===== config.mk =====
export PLATFORM = sky130hd
export DESIGN_NAME = kv_cache_ctrl
export DESIGN_NICKNAME = d
export VERILOG_FILES = /design/src/rtl/kv_cache_pkg.sv /design/src/rtl/kv_cache_ctrl_skid_buf.sv /design/src/rtl/kv_cache_ctrl.sv
export SDC_FILE = /design/constraint.sdc
export NUM_CORES = 1
export LEC_CHECK = 0
export ABC_AREA = 1
export CAP_MARGIN = 20
export CORE_MARGIN = 2
export CORE_UTILIZATION = 35
export CTS_CLUSTER_DIAMETER = 120
export DETAILED_ROUTE_END_ITERATION = 8
export GPL_ROUTABILITY_DRIVEN = 0
export GPL_TIMING_DRIVEN = 0
export SYNTH_ARGS = -nofsm -noshare
export SYNTH_HDL_FRONTEND = slang
export SYNTH_SLANG_ARGS = --single-unit

===== constraint.sdc =====
create_clock -name clk -period 2.1 [get_ports clk]
set_input_delay 0.315 -clock clk [delete_from_list [all_inputs] [get_ports clk]]
set_output_delay 0.315 -clock clk [all_outputs]
set_load 0.005 [all_outputs]

===== src/rtl/kv_cache_pkg.sv =====
// Shared types and default dimensions for the KV cache controller slice.
package kv_cache_pkg;

   localparam int unsigned DEF_MAX_SEQ_LEN = 8;
   localparam int unsigned DEF_HEAD_DIM    = 4;
   localparam int unsigned DEF_DW          = 4;

   typedef enum logic [1:0] {
      StIdle,
      StRun,
      StDrain
   } scan_state_e;

   function automatic int unsigned kv_vec_w(input int unsigned head_dim, input int unsigned dw);
      return head_dim * dw;
   endfunction

   localparam int unsigned DEF_VEC_W = kv_vec_w(DEF_HEAD_DIM, DEF_DW);

   typedef logic [DEF_VEC_W-1:0] kv_vec_t;

endpackage


===== src/rtl/kv_cache_ctrl_skid_buf.sv =====
// kv_skid_buf: 2-entry valid/ready buffer that falls through when empty, so a
// landing read beat reaches the output in the same cycle.
module kv_skid_buf #(
   parameter int unsigned W = 8
) (
   input  logic         clk,
   input  logic         rst,
   input  logic         flush,
   input  logic         in_valid,
   input  logic [W-1:0] in_bits,
   output logic         out_valid,
   input  logic         out_ready,
   output logic [W-1:0] out_bits,
   output logic [1:0]   count
);

   logic [W-1:0] mem_q [2];
   logic         rd_q;
   logic         wr_q;
   logic [1:0]   cnt_q;
   logic         push;
   logic         pop;

   // The producer never lands a beat while both entries are occupied.
   assign pop       = (cnt_q != 2'd0) && out_ready;
   assign push      = in_valid && !((cnt_q == 2'd0) && out_ready);
   assign out_valid = (cnt_q != 2'd0) || in_valid;
   assign out_bits  = (cnt_q != 2'd0) ? mem_q[rd_q] : in_bits;
   assign count     = cnt_q;

   always_ff @(posedge clk) begin
      if (rst) begin
         mem_q[0] <= '0;
         mem_q[1] <= '0;
         rd_q     <= 1'b0;
         wr_q     <= 1'b0;
         cnt_q    <= 2'd0;
      end else if (flush) begin
         rd_q  <= 1'b0;
         wr_q  <= 1'b0;
         cnt_q <= 2'd0;
      end else begin
         if (push) begin
            mem_q[wr_q] <= in_bits;
            wr_q        <= ~wr_q;
         end
         if (pop) begin
            rd_q <= ~rd_q;
         end
         cnt_q <= cnt_q + {1'b0, push} - {1'b0, pop};
      end
   end

endmodule


===== src/rtl/kv_cache_ctrl.sv =====
// KV cache controller: appends head vectors to consecutive slots and streams a
// snapshot of the cache in token order. Build option: KV_SLIDING_WINDOW_EN.
module kv_cache_ctrl
   import kv_cache_pkg::*;
#(
   parameter  int unsigned MAX_SEQ_LEN = DEF_MAX_SEQ_LEN,
   parameter  int unsigned HEAD_DIM    = DEF_HEAD_DIM,
   parameter  int unsigned DW          = DEF_DW,
   localparam int unsigned AW          = $clog2(MAX_SEQ_LEN),
   localparam int unsigned VW          = kv_vec_w(HEAD_DIM, DW)
) (
   input  logic          clk,
   input  logic          rst,
   input  logic          clear,
   input  logic          app_valid,
   output logic          app_ready,
   input  logic [VW-1:0] app_data,
   input  logic          scan_start,
   output logic          scan_busy,
   output logic          scan_done,
   output logic          out_valid,
   input  logic          out_ready,
   output logic [VW-1:0] out_data,
   output logic [AW-1:0] out_idx,
   output logic          out_last,
   output logic [AW:0]   seq_len,
   output logic          full,
   output logic          cache_write_en,
   output logic [AW-1:0] cache_write_addr,
   output logic [VW-1:0] cache_data_in,
   output logic [AW-1:0] cache_read_addr,
   input  logic [VW-1:0] cache_data_out
);

   localparam int unsigned BW      = VW + AW + 1;
   localparam logic [AW:0] MAX_LEN = (AW+1)'(MAX_SEQ_LEN);

   logic [AW-1:0] wr_ptr_q, wr_ptr_d;
   logic [AW:0]   len_q, len_d;
   logic          app_fire;

   scan_state_e   state_q, state_d;
   logic [AW:0]   snap_q, snap_d;
   logic [AW:0]   k_q, k_d;
   logic [AW-1:0] base_q, base_d;
   logic          infl_q, infl_d;
   logic [AW-1:0] infl_idx_q, infl_idx_d;
   logic          infl_last_q, infl_last_d;
   logic [AW-1:0] rd_addr;
   logic [1:0]    sb_count;

   assign full    = (len_q == MAX_LEN);
   assign seq_len = len_q;

`ifdef KV_SLIDING_WINDOW_EN
   assign app_ready = !clear;
`else
   assign app_ready = !full && !clear;
`endif

   assign app_fire         = app_valid && app_ready;
   assign cache_write_en   = app_fire;
   assign cache_write_addr = wr_ptr_q;
   assign cache_data_in    = app_data;

   always_comb begin
      wr_ptr_d = wr_ptr_q;
      len_d    = len_q;
      if (clear) begin
         wr_ptr_d = '0;
         len_d    = '0;
      end else if (app_fire) begin
         wr_ptr_d = wr_ptr_q + AW'(1);
         if (!full) begin
            len_d = len_q + (AW+1)'(1);
         end
      end
   end

   assign rd_addr         = base_q + k_q[AW-1:0];
   assign cache_read_addr = rd_addr;
   assign scan_busy       = (state_q != StIdle);

   always_comb begin
      state_d     = state_q;
      snap_d      = snap_q;
      k_d         = k_q;
      base_d      = base_q;
      infl_d      = 1'b0;
      infl_idx_d  = infl_idx_q;
      infl_last_d = infl_last_q;
      scan_done   = 1'b0;
      unique case (state_q)
         StIdle: begin
            if (scan_start) begin
               snap_d  = len_q;
               k_d     = '0;
`ifdef KV_SLIDING_WINDOW_EN
               // Oldest token: equals wr_ptr once full, slot 0 before wrapping.
               base_d  = wr_ptr_q - len_q[AW-1:0];
`else
               base_d  = '0;
`endif
               state_d = StRun;
            end
         end
         StRun: begin
            if (snap_q == '0) begin
               scan_done = 1'b1;
               state_d   = StIdle;
            end else if (({1'b0, infl_q} + sb_count) < 2'd2) begin
               infl_d      = 1'b1;
               infl_idx_d  = rd_addr;
               infl_last_d = (k_q == snap_q - (AW+1)'(1));
               k_d         = k_q + (AW+1)'(1);
               if (k_q == snap_q - (AW+1)'(1)) begin
                  state_d = StDrain;
               end
            end
         end
         StDrain: begin
            if (!infl_q && (sb_count == 2'd0)) begin
               scan_done = 1'b1;
               state_d   = StIdle;
            end
         end
         default: state_d = StIdle;
      endcase
      if (clear) begin
         state_d   = StIdle;
         infl_d    = 1'b0;
         scan_done = 1'b0;
      end
   end

   always_ff @(posedge clk) begin
      if (rst) begin
         wr_ptr_q    <= '0;
         len_q       <= '0;
         state_q     <= StIdle;
         snap_q      <= '0;
         k_q         <= '0;
         base_q      <= '0;
         infl_q      <= 1'b0;
         infl_idx_q  <= '0;
         infl_last_q <= 1'b0;
      end else begin
         wr_ptr_q    <= wr_ptr_d;
         len_q       <= len_d;
         state_q     <= state_d;
         snap_q      <= snap_d;
         k_q         <= k_d;
         base_q      <= base_d;
         infl_q      <= infl_d;
         infl_idx_q  <= infl_idx_d;
         infl_last_q <= infl_last_d;
      end
   end

   logic [BW-1:0] sb_in_bits;
   logic [BW-1:0] sb_out_bits;

   assign sb_in_bits                    = {cache_data_out, infl_idx_q, infl_last_q};
   assign {out_data, out_idx, out_last} = sb_out_bits;

   kv_skid_buf #(
      .W (BW)
   ) u_skid (
      .clk       (clk),
      .rst       (rst),
      .flush     (clear),
      .in_valid  (infl_q),
      .in_bits   (sb_in_bits),
      .out_valid (out_valid),
      .out_ready (out_ready),
      .out_bits  (sb_out_bits),
      .count     (sb_count)
   );

endmodule


==> summary.md, run 1 <==
| Metric | Value |
|---|---|
| CP Launch Type | `register` |
| Count of pins over their slew limit | `0` |
| Drt total wl | `7940 microns` |
| Num CTS Buffers | `9` |
| Detail Placement HPWL | `5480 microns` |
| Outcome | `finished, final reports clean` |
| # rows | `36` |
| Number of failing hold endpoints at the final stage | `0` |
| Total GRT Usage | `15.4%` |
| First-pass GRT wire length | `13,600 microns` |
| Die Span X | `104 microns` |
| Drt wl/cell | `about 12 microns` |
| Hold_buf cts | `0` |
| Avg Inst Size Synth | `roughly 8.5 sq um` |
| Number of flops mapped to enable cells by yosys | `40` |
| Synth area leaders | `edfxtp_1 35%, dfxtp_1 16%, inv_1 7.6%, nand2_1 6.2%, nor2_1 5.5%` |
| FF+latch count, synth | `67` |
| Crit path buffers/inverters | `3` |
| Core box area | `9680 sq um` |
| IO buf count | `between 70 and 80` |
| Post-synth cell types | `27` |
| R2r worst-path depth | `6` |
| Tot Pwr | `3.11 mW` |
| Min Tclk post-route | `2.03 ns` |
| Slowest stage delay, CP | `slightly above 0.5 ns` |
| PwrDens | `648 nW/um^2` |
| Clk sinks | `67` |
| Detail Route Antenna Nets | `0` |
| CTS tree | `built` |
| Worst-Skew Late Latency | `0.34 ns` |
| Largest net degree at the start of global routing | `21` |
| Lkg Pwr | `between 2 and 2.5 nW` |
| VDD IR max | `0.342 mV` |
| Layout Nets | `550` |
| Vias in the first global route | `2,912` |
| Synthesis-to-finish area growth | `37.9%` |
| Mapped Cells | `just over 400` |
| Cell area after synthesis | `around 3500 sq um` |
| Setup CP Type | `register to output pin` |
| Worst-path clk slew | `0.08 ns` |
| Worst path slowest cell | `clkdlybuf4s50_1` |
| Pre-CTS worst setup slack | `-0.677 ns` |
| Crit path required time | `1.78 ns` |
| Drt drc | `0` |
| Die Area | `10,700 sq um` |
| Yosys warning total | `0` |
| Avg Vias per Cell | `about 4.6` |
| Skew final | `a little under 0.008 ns` |
| FMAX | `493 MHz` |
| Synth cell count leaders | `70 x inv_1, 57 x nand2_1, 51 x nor2_1, 40 x edfxtp_1, 37 x o21ai_0` |
| Yosys top cell by area | `edfxtp_1` |
| Sequential area share after synthesis | `50.1%` |
| Most frequent cell after synthesis | `inv_1` |
| Asr flop ratio synth | `0%` |
| Syn_nets | `457` |
| Hold depth | `1` |
| Non-Filler Instances | `639` |
| Clock Root Buffer | `clkbuf_8` |
| Grt total ovfl | `0` |
| Crit-path cells | `nor2_4 > inv_4 > clkbuf_8 > o21ai_2 > clkdlybuf4s50_1` |
| Initial antenna violation count | `0` |
| # diodes | `0` |
| Worst Max-Slew Pin Slew | `~0.5 ns` |
| Period utilisation layout | `96.6%` |
| Top delay family on crit path | `buffers and inverters` |
| Synth top area share | `34.6%` |
| I/O Pins | `90` |
| Pre-antenna DRT Iters | `4` |
| Vias | `~3,000` |
| Critical Path Stages | `5` |
| Setup tns final | `0 ns` |
| Max-capacitance violation count | `0` |
| Final setup viols | `0` |
| DIE HEIGHT | `104 microns` |
| CTS Buffer Depth | `2` |
| Starting Density | `a little over a third` |
| Fin worst setup slack | `0.0707 ns` |
| Crit-path max FO | `10` |
| Initial drt markers | `77` |
| Relative slew slack | `66.8%` |
| Layout cells sized above 1 | `17.2%` |
| CTS H-Tree Depth | `3` |
| Arrival @ worst endpoint | `1.71 ns` |
| Total placed cells including tap cells | `614` |
| Crit. End Element | `output pin` |
| Synth Flop Type | `edfxtp_1` |
| Hold WC Path Type | `register to register` |
## sequential cells by signal, indices dropped and copies added (netlist names), named ones only
name,cells
u_skid.mem_q,40
k_q,4
seq_len,4
snap_q,4
cache_write_addr,3
infl_idx_q,3
state_q,2
u_skid.count,2
infl_last_q,1
infl_q,1
u_skid.rd_q,1
u_skid.wr_q,1
## metrics by stage
step | utilization, % | area [sq um] | hold slack (ns)
finish | 49.5 | 4790 | 0.456
global route | 49.5 | 4790 | 0.471
CTS | 48.7 | 4720 | 0.458
detailed placement | 45.2 | 4370 | 0.444
global placement | 45.2 | 4370 | 0.437
floorplan | - | 3480 | 0.384
## final timing paths
| path | from | endpoint | slack (ns) |
|---|---|---|---|
| max | u_skid.count[1]$_SDFF_PP0_ | out_idx[1] | 0.07 |
| min | u_skid.rd_q$_SDFFE_PP0P_ | register | 0.46 |
| max reg2reg | u_skid.count[1]$_SDFF_PP0_ | u_skid.mem_q[1][8]$_SDFFCE_PN0P_ | 0.22 |
| min reg2reg | u_skid.rd_q$_SDFFE_PP0P_ | register | 0.46 |
## worst register-to-register path, delay by kind of cell, from the launching register on
family,cells,cell delay (ns)
AO/OA/AOI/OAI,1,0.20
buffers and inverters,2,0.35
AND/OR/NAND/NOR,3,0.59
flip-flops,1,0.38
## cell families after synthesis
logic type      after synthesis  synth area share, %
xor+xnor                      5                 1.26
flops                        67                 50.1
buf+inv                     106                 13.7
fa+ha+maj                    11                 3.96
simple gates                138                 17.6
compound gates               81                 13.3
## layout by cell type (no fill, tap or decap), drive strengths merged
cell           netlist  final
nor3                 2      2
xor2                 3      3
clkbuf               7     14
dlymetal6s2s         0     12
bufinv               0      3
o211ai              20     20
clkinvlp             0      2
edfxtp              40     40
nand2               61     61
dlygate4sd2          0      9
buf                 25     37
clkdlybuf4s50        0     51
or2                  1      1
o21ai               39     39
a21oi               22     22
nor3b                3      3
clkinv               0      1
nor2                57     57
ha                  11     11
xnor2                2      2
nand3               13     13
dfxtp               27     27
inv                 74     74
nand4                1      1
clkdlybuf4s15        0      1
## report_power, final
part | switching [mW] | internal [mW] | total [mW]
Clock | 0.514 | 0.791 | 1.30
Sequential | 0.0179 | 1.42 | 1.44
Combinational | 0.173 | 0.188 | 0.360
## area by class of cell
cell class              count  area (sq um)
multi-input cells         235          1300
repair buffers             82           817
inverters                  74           280
well taps                 133           166
flip-flops and latches     67          1750
clock buffers              10           128
fillers                   924          4890
clock inverters             6           114
plain buffers              32           239
## layer usage
| layer | share of wire [%] | GRT usage [%] | wire length (microns) |
|---|---|---|---|
| met2 | 48 | 26.9 | 3830 |
| met1 | 46 | 18.7 | 3620 |
| met3 | 4.8 | 3.46 | 382 |
| met5 | 0 | 0 | 0 |
| met4 | 1.5 | 5.60 | 116 |
## what timing repair did
item | CTS | global route
setup endpoints to repair | 63 | 14
buffers inserted | 5 | 4
pin swaps | 3 | 1
gates resized for setup | 48 | 24
Note: power is estimated with default switching activity, not from simulation.
==> inputs of run 2 (changes only) <==
==> constraint.sdc (replaced) <==
create_clock -name clk -period 2.1 [get_ports clk]
set_input_delay 0.21 -clock clk [delete_from_list [all_inputs] [get_ports clk]]
set_output_delay 0.21 -clock clk [all_outputs]
set_load 0.005 [all_outputs]
==> run 2 against run 1 <==
Compared with the run above: flip-flop and latch count stayed put; critical path type unchanged; critical endpoint is now out_last; fmax increased by 1.6%; clock power barely moved; via count is 1.1% lower; combinational power about the same; critical path depth stayed put; final cell count shrank 0.63%.
==> summary.md, run 2 (synthesis gave the netlist of run 1 again) <==
| Metric | Value |
|---|---|
| Outcome | `finished, final reports clean` |
| FMAX | `501 MHz` |
| CTS Buffer Depth | `2` |
| CTS H-Tree Depth | `3` |
| Fin worst setup slack | `roughly 0.10 ns` |
| CP Launch Type | `register` |
| Pre-antenna DRT Iters | `4` |
| Final setup viols | `0` |
| Drt drc | `0` |
| Area of the multi-input gates | `~1300 sq um` |
| VDD IR max | `0.344 mV` |
| Avg Vias per Cell | `4.56` |
| Grt total ovfl | `0` |
| Max FFs per register | `40` |
| Most common cell after layout, fill and taps aside | `clkdlybuf4s50_1` |
| Number of failing hold endpoints at the final stage | `0` |
| Max-capacitance violation count | `0` |
| Crit path required time | `1.89 ns` |
| Period utilisation layout | `around 95%` |
| Clk sinks | `67` |
| Total GRT Usage | `between 15 and 20%` |
| Setup CP Type | `register to output pin` |
| Num CTS Buffers | `9` |
| Detail Route Antenna Nets | `0` |
| Starting Density | `35.9%` |
| Arrival @ worst endpoint | `~1.8 ns` |
| Die Area | `10,700 sq um` |
| Fillers | `939` |
| Relative slew slack | `66.6%` |
| Clock Root Buffer | `clkbuf_8` |
| Crit. End Element | `output pin` |
| Vias in the first global route | `roughly 2,900` |
| Register area | `around 1800 sq um` |
| Initial drt markers | `82` |
| Lkg Pwr | `1.96 nW` |
| Largest register by flop count | `u_skid.mem_q` |
| DIE HEIGHT | `~100 microns` |
| Drt wl/cell | `12.4 microns` |
| # rows | `36` |
| First-pass GRT wire length | `13,600 microns` |
| Count of pins over their slew limit | `0` |
| Commonest non-fill, non-tap cells in the layout | `68 x clkdlybuf4s50_1, 67 x inv_1, 54 x nand2_1` |
| CTS tree | `built` |
| Drt total wl | `7870 microns` |
| Skew final | `0.00856 ns` |
| Min Tclk post-route | `2.00 ns` |
| IO buf count | `73` |
| Die Span X | `~100 microns` |
| Hold WC Path Type | `register to register` |
| Layout cells sized above 1 | `16.5%` |
| Pre-CTS worst setup slack | `-0.572 ns` |
| Vias | `2,894` |
| Initial antenna violation count | `0` |
| Core box area | `between 9000 and 10,000 sq um` |
| # diodes | `0` |
| Largest net degree at the start of global routing | `21` |
| Detail Placement HPWL | `5480 microns` |
| PwrDens | `656 nW/um^2` |
| Hold_buf cts | `0` |
| Worst-path clk slew | `0.08 ns` |
| Worst Max-Slew Pin Slew | `around 0.5 ns` |
| Worst-Skew Late Latency | `0.34 ns` |
| I/O Pins | `90` |
| Layout Nets | `546` |
| RSZ-0062 raised after global routing | `no` |
| Crit-path max FO | `10` |
| Final core occ | `between 40% and 50%` |
| Synthesis-to-finish area growth | `36.1%` |
## run 2: report_power, final
| part | internal, mW | total, mW | switching (mW) |
|---|---|---|---|
| clock | 0.791 | 1.30 | 0.512 |
| sequential | 1.43 | 1.44 | 0.0183 |
| combinational | 0.187 | 0.357 | 0.170 |
| total | 2.40 | 3.10 | 0.700 |
## run 2: per-stage QoR
step / instances / power [mW] / hold WS [ns] / instance area [sq um] / setup TNS, ns
finish: 635 / 3.10 / 0.456 / 4730 / 0
global placement: 614 / 1.81 / 0.437 / 4370 / -19.26
detailed placement: 614 / 1.82 / 0.444 / 4370 / -19.18
CTS: 634 / 3.13 / 0.458 / 4700 / 0
floorplan: 408 / 1.65 / 0.279 / 3480 / 0
global route: 635 / 3.23 / 0.471 / 4730 / 0
## run 2: cell type report
class / count / area share (%)
Multi-Input combinational cell: 235 / 27.4
Inverter: 74 / 5.87
Timing Repair Buffer: 78 / 16.3
Tap cell: 133 / 3.52
Buffer: 32 / 4.73
Sequential cell: 67 / 37.0
Clock buffer: 10 / 2.70
Clock inverter: 6 / 2.41
## run 2: repair_timing
action,in CTS,in global routing
setup endpoints to repair,62,40
pin swaps,2,1
setup buffers,4,1
gates resized for setup,33,10
## run 2: final timing paths
| kind | start | to | slack (ns) | cells after the start |
|---|---|---|---|---|
| setup / recovery | u_skid.count[0]$_SDFF_PP0_ | out_last | 0.10 | 5 |
| hold / removal | u_skid.rd_q$_SDFFE_PP0P_ | register | 0.46 | 1 |
| setup reg to reg | u_skid.count[1]$_SDFF_PP0_ | u_skid.mem_q[1][8]$_SDFFCE_PN0P_ | 0.34 | 5 |
| hold reg to reg | u_skid.rd_q$_SDFFE_PP0P_ | register | 0.46 | 1 |
## run 2: worst max-delay path, cell delays in order (launching register included)
cell,delay [ns]
dfxtp_2,0.35
nor2_4,0.14
inv_2,0.08
clkbuf_4,0.20
o21ai_2,0.15
clkdlybuf4s50_1,0.53
## run 2: metal layers
metal | vias up | GRT usage, % | part of all wire [%]
li1 | 1481 | - | -
met1 | 1327 | 18.7 | 45
met2 | 76 | 26.7 | 48
met3 | 10 | 3.46 | 5.5
met4 | 0 | 5.60 | 1.6
met5 | - | 0 | 0
==> inputs of run 3 (changes only) <==
CTS_CLUSTER_SIZE = 24   (was default)
PLACE_DENSITY = 0.58   (was default)
==> run 3 against run 2 <==
Compared with the run above: core utilization is essentially flat; sequential power is essentially flat; final cell count shrank 0.16%; sequential share of layout area is essentially flat; combinational power is essentially flat; critical path type unchanged.
==> summary.md, run 3 (synthesis gave the netlist of run 1 again) <==
| Metric | Value |
|---|---|
| Worst path slowest cell | `clkdlybuf4s50_1` |
| Setup CP Type | `register to output pin` |
| PwrDens | `657 nW/um^2` |
| Largest register by flop count | `u_skid.mem_q` |
| Grt total ovfl | `0` |
| Arrival @ worst endpoint | `1.81 ns` |
| R2r worst-path depth | `5` |
| # rows | `36` |
| CP Launch Type | `register` |
| Initial drt markers | `between 100 and 150` |
| Pre-CTS worst setup slack | `-0.645 ns` |
| Slowest stage delay, CP | `between 0.5 and 0.6 ns` |
| Period utilisation layout | `between 90% and 100%` |
| CTS tree | `built` |
| Clock Root Buffer | `clkbuf_8` |
| Worst-path clk slew | `~0.07 ns` |
| Hold Crit Start | `cache_write_addr[2]$_SDFFE_PP0P_` |
| Hold depth | `1` |
| Die Area | `10,700 sq um` |
| Design area | `between 4000 and 5000 sq um` |
| WHS Endpoint | `cache_write_addr[2]$_SDFFE_PP0P_` |
| IO buf count | `73` |
| Vias in the first global route | `2,873` |
| RSZ-0062 raised after global routing | `no` |
| VDD IR max | `just over 0.4 mV` |
| Total GRT Usage | `14.9%` |
| Synthesis-to-finish area growth | `36.1%` |
| Crit-path cells | `nor2_4 > inv_2 > buf_4 > o21ai_0 > clkdlybuf4s50_1` |
| Number of failing hold endpoints at the final stage | `0` |
| DP Area | `4370 sq um` |
| Max FFs per register | `40` |
| Skew final | `0.0115 ns` |
| Outcome | `finished, final reports clean` |
| Pre-antenna DRT Iters | `4` |
| Worst-Skew Late Latency | `approximately 0.34 ns` |
| Final setup viols | `0` |
| CTS Buffer Depth | `2` |
| Initial antenna violation count | `0` |
| Drt total wl | `7730 microns` |
| Hold_buf cts | `0` |
| Core box area | `9680 sq um` |
| Crit path buffers/inverters | `3` |
| Worst Max-Slew Pin Slew | `roughly 0.5 ns` |
| Top delay family on crit path | `buffers and inverters` |
| Lkg Pwr | `approximately 2.0 nW` |
| Avg Vias per Cell | `4.50` |
| Starting Density | `approximately 36%` |
| Detail Placement HPWL | `5470 microns` |
| Count of pins over their slew limit | `0` |
| Hold WC Path Type | `register to register` |
| Die Span X | `104 microns` |
| Worst R2R Start | `u_skid.count[1]$_SDFF_PP0_` |
| Detail Route Antenna Nets | `0` |
| First-pass GRT wire length | `13,100 microns` |
| Worst R2R Setup Slack | `between 0.3 and 0.4 ns` |
| Fin worst setup slack | `between 0.08 and 0.09 ns` |
| Vias | `2,854` |
| Most common cell after layout, fill and taps aside | `clkdlybuf4s50_1` |
| Relative slew slack | `65.8%` |
| CTS H-Tree Depth | `3` |
| Max-capacitance violation count | `0` |
| FMAX | `495 MHz` |
| Reg-to-reg endpoint | `u_skid.mem_q[1][11]$_SDFFCE_PN0P_` |
| DIE HEIGHT | `just over 100 microns` |
| Crit-path max FO | `10` |
| Num CTS Buffers | `9` |
| Min Tclk post-route | `2.02 ns` |
| I/O Pins | `90` |
| Layout cells sized above 1 | `16.8%` |
| Commonest non-fill, non-tap cells in the layout | `68 x clkdlybuf4s50_1, 66 x inv_1, 54 x nand2_1` |
| Clk sinks | `67` |
| Crit path required time | `1.89 ns` |
| # diodes | `0` |
| Layout Nets | `545` |
| Crit. End Element | `output pin` |
| Largest net degree at the start of global routing | `21` |
| Drt wl/cell | `12.2 microns` |
| Final hold slack | `between 0.4 and 0.5 ns` |
| Drt drc | `0` |
## run 3: cell count changes in the layout (fill, tap and decap cells not counted), moves of 2 or more
cell        change
clkinvlp_4      -2
clkbuf_4        -2
o21ai_0         -6
o21ai_1         +5
## run 3: area by class of cell
| cell class | count | area [sq um] |
|---|---|---|
| Sequential cell | 67 | 1750 |
| Buffer | 32 | 224 |
| Tap cell | 133 | 166 |
| Clock inverter | 6 | 113 |
| Clock buffer | 10 | 128 |
| Multi-Input combinational cell | 235 | 1300 |
| Inverter | 74 | 278 |
| Timing Repair Buffer | 77 | 769 |
| Fill cell | 943 | 4950 |
## run 3: report_power, final
part	switching [mW]	total, mW	internal (mW)
clock	0.514	1.31	0.794
sequential	0.0181	1.44	1.43
combinational	0.168	0.357	0.189
## run 3: worst max path at each step
stage                                          start                                to  slack (ns)  cells past startpoint
after global routing      u_skid.count[1]$_SDFF_PP0_                      out_data[12]       0.003                      5
after global placement                           rst  u_skid.mem_q[0][4]$_SDFFCE_PN0P_       -0.57                      7
final                     u_skid.count[1]$_SDFF_PP0_                      out_data[13]        0.08                      5
after CTS                 u_skid.count[1]$_SDFF_PP0_                       out_data[8]       0.005                      5
after floorplan           u_skid.count[1]$_SDFF_PP0_  u_skid.mem_q[1][0]$_SDFFCE_PN0P_        0.36                      5
after detailed placement                         rst  u_skid.mem_q[0][7]$_SDFFCE_PN0P_       -0.64                      7
## run 3: through the flow
step | util, % | cells | setup TNS (ns) | power [mW]
global placement | 45.2 | 614 | -19.43 | 1.81
CTS | 48.5 | 633 | 0 | 3.13
global route | 48.8 | 634 | 0 | 3.23
finish | 48.8 | 634 | 0 | 3.11
detailed placement | 45.2 | 614 | -21.33 | 1.82
floorplan | - | 408 | 0 | 1.65
## run 3: timing repair
| item | 4_1_cts | 5_1_grt |
|---|---|---|
| setup endpoints to repair | 62 | 37 |
| resized for setup | 36 | 16 |
| cloned | 0 | 0 |
| setup buffers | 3 | 1 |
| pin swaps | 1 | 1 |
## run 3: per-layer routing
layer	up-vias	routed length, microns	GRT usage, %
li1	1479	-	-
met1	1286	3420	17.3
met2	79	3770	26.1
met3	10	439	3.96
met4	0	91	6.27
met5	-	0	0
## run 3: worst register-to-register path, stage by stage (launching register included)
cell and delay [ns]:
dfxtp_2 0.38, nor2_4 0.07, a21oi_2 0.20, nand3_1 0.13, buf_2 0.22, nand2_2 0.41
